File: config.mk
export PLATFORM = sky130hd
export DESIGN_NAME = clksw_seq
export DESIGN_NICKNAME = d
export VERILOG_FILES = /design/src/rtl/clksw_pkg.sv /design/src/rtl/sync2.sv /design/src/rtl/clksw_seq.sv
export SDC_FILE = /design/constraint.sdc
export NUM_CORES = 1
export LEC_CHECK = 0
export CELL_PAD_IN_SITES_DETAIL_PLACEMENT = 1
export CELL_PAD_IN_SITES_GLOBAL_PLACEMENT = 2
export CORE_MARGIN = 1
export CORE_UTILIZATION = 35
export DETAILED_ROUTE_END_ITERATION = 8
export PLACE_DENSITY_LB_ADDON = 0.1
export SLEW_MARGIN = 20
export SYNTH_ARGS = -nofsm -noshare
export SYNTH_HDL_FRONTEND = slang
export SYNTH_SLANG_ARGS = --single-unit
File: constraint.sdc
create_clock -name clk -period 2 [get_ports clk]
set_clock_uncertainty 0.1 [all_clocks]
set_input_delay 0.2 -clock clk [delete_from_list [all_inputs] [get_ports clk]]
set_output_delay 0.2 -clock clk [all_outputs]
set_load 0.1 [all_outputs]
File: src/rtl/clksw_pkg.sv
// rtl/clksw_pkg.sv - shared types and helpers for the clock-switch sequencer
package clksw_pkg;

  localparam int CNT_W = 16;

  typedef enum logic [2:0] {
    ST_IDLE,
    ST_ENABLE,
    ST_SETTLE,
    ST_SWITCH,
    ST_OFF,
    ST_FAIL,
    ST_DONE
  } state_e;

  // One-hot encoding of a source index, matching the src_en/vld bit order
  function automatic logic [1:0] ONEHOT(input logic src);
    return src ? 2'b10 : 2'b01;
  endfunction

endpackage

File: src/rtl/sync2.sv
// rtl/sync2.sv - two-flop synchronizer, resets to zero
module sync2 #(
  parameter int W = 1
) (
  input  logic         clk,
  input  logic         rst,
  input  logic [W-1:0] d,
  output logic [W-1:0] q
);

  logic [W-1:0] meta_q;
  logic [W-1:0] meta_d;
  logic [W-1:0] sync_q;
  logic [W-1:0] sync_d;

  // Shift the asynchronous input through two stages
  always_comb begin
    meta_d = d;
    sync_d = meta_q;
  end

  // Synchronizer stages, cleared by reset
  always_ff @(posedge clk) begin
    if (rst) begin
      meta_q <= '0;
      sync_q <= '0;
    end else begin
      meta_q <= meta_d;
      sync_q <= sync_d;
    end
  end

  assign q = sync_q;

endmodule

File: src/rtl/clksw_seq.sv
// rtl/clksw_seq.sv - request sequencer for the two-source glitch-free clock switch
module clksw_seq
  import clksw_pkg::*;
#(
  parameter logic        INIT     = 1'b0,
  parameter int unsigned SETTLE   = 16,
  parameter int unsigned TIMEOUT  = 1024,
  parameter logic        AUTO_OFF = 1'b1
) (
  input  logic       clk,
  input  logic       rst,
  input  logic       req,
  input  logic       req_src,
  output logic       ack,
  output logic       err,
  output logic       busy,
  output logic       cur_src,
  output logic       sel,
  output logic [1:0] src_en,
  input  logic [1:0] src_rdy,
  input  logic [1:0] vld
);

  localparam logic [CNT_W-1:0] SETTLE_LAST  = CNT_W'(SETTLE - 1);
  localparam logic [CNT_W-1:0] TIMEOUT_LAST = CNT_W'(TIMEOUT - 1);

  logic [1:0] rdy_s;
  logic [1:0] vld_s;

  state_e           state_q,   state_d;
  logic [CNT_W-1:0] cnt_q,     cnt_d;
  logic [CNT_W-1:0] cnt_inc;
  logic             tgt_q,     tgt_d;
  logic             old_q,     old_d;
  logic             sel_q,     sel_d;
  logic             cur_src_q, cur_src_d;
  logic [1:0]       src_en_q,  src_en_d;
  logic             ack_q,     ack_d;
  logic             err_q,     err_d;
  logic             busy_q,    busy_d;

  sync2 #(.W(2)) u_sync_rdy (
    .clk (clk),
    .rst (rst),
    .d   (src_rdy),
    .q   (rdy_s)
  );

  sync2 #(.W(2)) u_sync_vld (
    .clk (clk),
    .rst (rst),
    .d   (vld),
    .q   (vld_s)
  );

  // Saturating increment so a stalled wait can never wrap past the timeout compare
  assign cnt_inc = (cnt_q == '1) ? cnt_q : cnt_q + 1'b1;

  // Next-state, counter and output decode for the switch sequence
  always_comb begin
    state_d   = state_q;
    cnt_d     = cnt_inc;
    tgt_d     = tgt_q;
    old_d     = old_q;
    sel_d     = sel_q;
    cur_src_d = cur_src_q;
    src_en_d  = src_en_q;
    err_d     = err_q;

    case (state_q)
      ST_IDLE: begin
        cnt_d = '0;
        if (req) begin
          err_d = 1'b0;
          if (req_src == cur_src_q) begin
            state_d = ST_DONE;
          end else begin
            tgt_d             = req_src;
            old_d             = cur_src_q;
            src_en_d[req_src] = 1'b1;
            state_d           = ST_ENABLE;
          end
        end
      end
      ST_ENABLE: begin
        if (rdy_s[tgt_q]) begin
          cnt_d   = '0;
          state_d = ST_SETTLE;
        end else if (cnt_q == TIMEOUT_LAST) begin
          state_d = ST_FAIL;
        end
      end
      ST_SETTLE: begin
        // Losing lock mid-settle restarts the wait for ready
        if (!rdy_s[tgt_q]) begin
          cnt_d   = '0;
          state_d = ST_ENABLE;
        end else if (cnt_q == SETTLE_LAST) begin
          sel_d   = tgt_q;
          cnt_d   = '0;
          state_d = ST_SWITCH;
        end
      end
      ST_SWITCH: begin
        if (vld_s == ONEHOT(tgt_q)) begin
          cur_src_d = tgt_q;
          state_d   = ST_OFF;
        end else if (cnt_q == TIMEOUT_LAST) begin
          state_d = ST_FAIL;
        end
      end
      ST_OFF: begin
        if (AUTO_OFF) begin
          src_en_d[old_q] = 1'b0;
        end
        state_d = ST_DONE;
      end
      ST_FAIL: begin
        // Fall back to the old source; its enable was never dropped
        sel_d           = old_q;
        src_en_d[tgt_q] = 1'b0;
        err_d           = 1'b1;
        state_d         = ST_DONE;
      end
      ST_DONE: begin
        state_d = ST_IDLE;
      end
      default: begin
        state_d = ST_IDLE;
      end
    endcase

    ack_d  = (state_d == ST_DONE);
    busy_d = (state_d != ST_IDLE);
  end

  // FSM, counter and registered outputs
  always_ff @(posedge clk) begin
    if (rst) begin
      state_q   <= ST_IDLE;
      cnt_q     <= '0;
      tgt_q     <= INIT;
      old_q     <= INIT;
      sel_q     <= INIT;
      cur_src_q <= INIT;
      src_en_q  <= ONEHOT(INIT);
      ack_q     <= 1'b0;
      err_q     <= 1'b0;
      busy_q    <= 1'b0;
    end else begin
      state_q   <= state_d;
      cnt_q     <= cnt_d;
      tgt_q     <= tgt_d;
      old_q     <= old_d;
      sel_q     <= sel_d;
      cur_src_q <= cur_src_d;
      src_en_q  <= src_en_d;
      ack_q     <= ack_d;
      err_q     <= err_d;
      busy_q    <= busy_d;
    end
  end

  assign ack     = ack_q;
  assign err     = err_q;
  assign busy    = busy_q;
  assign cur_src = cur_src_q;
  assign sel     = sel_q;
  assign src_en  = src_en_q;

endmodule

==> impl_metrics.yaml <==
worst_setup_path:
  start_kind: "register"
  worst_r2r_path_depth: 6
  endpoint: "busy$_SDFF_PP0_"
  crit_slowest_cell: "dfxtp_1"
  cp-startpoint: "cnt_q[0]$_SDFF_PP0_"
  crit_chain: "ha_2, nand3_1, or2_2, o21a_1, o21ai_2, o211ai_1"
  path_max_fanout: 5
  arrival_ps: 1950
  critical_path_class: "register to register"
  worstPathRequired_ps: 2060
  rr_endpoint: "busy$_SDFF_PP0_"
  ff2ff_setup_slack_ps: 110
  cpPeakStageDelay_ps: 400
  cp-end-kind: "register"
  r2r_start: "cnt_q[0]$_SDFF_PP0_"
sta:
  final-setup-viol-count: 0
  fin_setup_tns_ps: 0
  fin_crit_sh: 0.946
  relSlewSlack: 0.681
  timing.fmax_ghz: 0.528
  tightest_slew_ps: 477
  min_period_ps: 1890
  finalHoldViolations: 0
  rsz0062_at_grt: "no"
  drv_slew: 0
synth:
  ys_warn_count: 0
  yosys.cell_types.count: 46
  synth-edff-count: 0
  synthTopCellsByArea: "dfxtp_1 42%, nor2_1 4.8%, xnor2_1 4.6%"
  synthesis.area_um2: 1730
  synth_top_area_frac: 0.418
  synth_top_cell_by_area: "dfxtp_1"
  avgSynthCellArea_um2: 8.85
  netlist_instances: 195
  seq_area_frac_synth: 0.418
  synth_seq_cells: 36
  synth.net_count: 204
  postSynth.asyncResetShare: 0
  synth-main-ff-cell: "dfxtp_1"
finish:
  drive_above_1_share: 0.180
  n_fill_cell: 569
  seqCellArea_um2: 722
  syn_to_final_growth_pct: 20.0
  multi_input_area_um2: 937
  antenna_cells: 0
  fin_nets: 225
clock_tree:
  clk_transition_reported_paths_ps: 80
  cts_htree_levels: 2
  clkLatencyLatePin_ps: 280
  hold_buffers: 0
  cts_made_buffers: 5
  cts_root_buf: "clkbuf_8"
  cts_sinks: 36
  cts_tree: "built"
  cts_buffer_depth: 2
routing:
  drt-pass1-iter-count: 4
  drt_iter0_markers: 67
  drtAntennaViolNets: 0
  via_per_inst: 5.13
  vias: 1457
  routed_wl_um: 4030
  wl_per_cell_um: 14.2
  route.detailed.drc: 0
floorplanning:
  dieArea_um2: 5210
  coreArea_um2: 4720
  initial_core_util: 0.365
  die-height_um: 72.2
  die_x_um: 72.2
  rows: 25
  ios: 15
grt:
  grt_pass1_wl_um: 6890
  grt_max_degree: 16
  grt_usage: 0.171
  grt_remaining_overflow: 0
  antenna_found_initial: 0
  first_global_vias: 1429
pwr:
  total_power_mw: 1.80
  irDropWorstVdd_mv: 0.449
  p_leak_nw: 0.775
  p_per_area_nw_per_um2: 871
hold_path:
  hp-class: "register to register"
job:
  maxCapViolCount: 0
status:
  status: "finished clean"
placed_design:
  globalplace.congestion: 0.794
  dp_hpwl_um: 3120
  io_buffers: 14
## per-stage QoR
stage / instances / worst slack [ps] / util / hold WS (ps) / instance area, µm²
3_5_place_dp: 276 / 110 / 0.413 / 335 / 1950
5_1_grt: 284 / 4.16 / 0.438 / 364 / 2070
6_report: 284 / 108 / 0.438 / 343 / 2070
4_1_cts: 284 / 90.4 / 0.436 / 354 / 2060
3_3_place_gp: 276 / 198 / 0.413 / 318 / 1950
2_1_floorplan: 195 / 294 / - / 228 / 1730
## where the power goes
part	internal (mW)	leakage, nW	total, mW	switching, mW
Sequential	0.759	0.294	0.807	0.0483
Clock	0.369	0.0541	0.637	0.269
Combinational	0.127	0.427	0.358	0.232
## worst min-delay path by stage
stage               depth (start not counted)                            start  slack (ps)                               to
finish                                      1  u_sync_rdy.meta_q[0]$_SDFF_PP0_         340       u_sync_rdy.q[0]$_SDFF_PP0_
global route                                2                           vld[0]         360  u_sync_vld.meta_q[0]$_SDFF_PP0_
CTS                                         1  u_sync_rdy.meta_q[0]$_SDFF_PP0_         350       u_sync_rdy.q[0]$_SDFF_PP0_
detailed placement                          1  u_sync_rdy.meta_q[0]$_SDFF_PP0_         340       u_sync_rdy.q[0]$_SDFF_PP0_
global placement                            1  u_sync_rdy.meta_q[1]$_SDFF_PP0_         320       u_sync_rdy.q[1]$_SDFF_PP0_
floorplan                                   1                       src_rdy[0]         230  u_sync_rdy.meta_q[0]$_SDFF_PP0_
## flip-flops by register name, summed over array words and instances (netlist names), 2 cells and up
signal and cells:
cnt_q 16, src_en 2, state_q 3, u_sync_rdy.meta_q 2, u_sync_rdy.q 2, u_sync_vld.meta_q 2
u_sync_vld.q 2
## cell type report
type                       instances  share of cell area
clock buffer                       5              0.0332
clock inverter                     3              0.0205
inverter                           9              0.0163
multi-input combinational        142               0.453
sequential                        36               0.349
tap                               67              0.0405
timing repair buffer              22              0.0882
## logic make-up after synthesis
logic type	share of synthesized area
AO/OA/AOI/OAI	0.160
flip-flops	0.418
multiplexers	0.0355
AND/OR/NAND/NOR	0.279
buffers and inverters	0.0450
XOR/XNOR	0.0558
adder cells (fa/ha/maj)	0.00725
## critical path, delay by kind of cell (launching register included)
family                   cells  cell delay [ps]
adder cells (fa/ha/maj)      1              250
AND/OR/NAND/NOR              2              550
AO/OA/AOI/OAI                3              460
flip-flops                   1              400
## routing by layer
layer | global-route usage | wire length [µm]
met1 | 0.244 | 2050
met3 | 0.0417 | 132
met4 | 0.0458 | 41
met5 | 0 | 0
met2 | 0.255 | 1810
## Yosys cell counts, types with 2 or more instances
cell type,count
and4_1,2
dfxtp_1,36
mux2i_1,5
o21ai_0,5
and3_1,3
nand4_1,4
xor2_1,2
nor3_1,5
nor3b_1,2
a31oi_1,2
nand2_1,14
clkbuf_1,4
nor4_1,2
nor2b_1,11
a21oi_1,12
nand2b_1,3
xnor2_1,9
a211oi_1,10
buf_2,2
nand3_1,5
inv_1,9
o211ai_1,2
o211a_1,2
nor2_1,22
## placed cells by master (no fill, tap or decap), drive strengths merged, types with 3 or more instances in the layout
| master | count |
|---|---|
| dfxtp | 36 |
| nor2 | 22 |
| buf | 15 |
| nand2 | 14 |
| a21oi | 13 |
| nor2b | 11 |
| a211oi | 10 |
| inv | 9 |
| xnor2 | 9 |
| clkdlybuf4s50 | 7 |
| o21ai | 6 |
| mux2i | 5 |
| nor3 | 5 |
| nand3 | 5 |
| clkbuf | 5 |
| nand4 | 5 |
| and3 | 4 |
| nand2b | 3 |
| nor4 | 3 |
| and4 | 3 |
## timing repair
action / CTS / global route
setup buffers: 0 / 0
endpoints found under the setup margin: 0 / 7
resized for setup: 0 / 3
No activity file was read; power rests on OpenSTA's default activity.
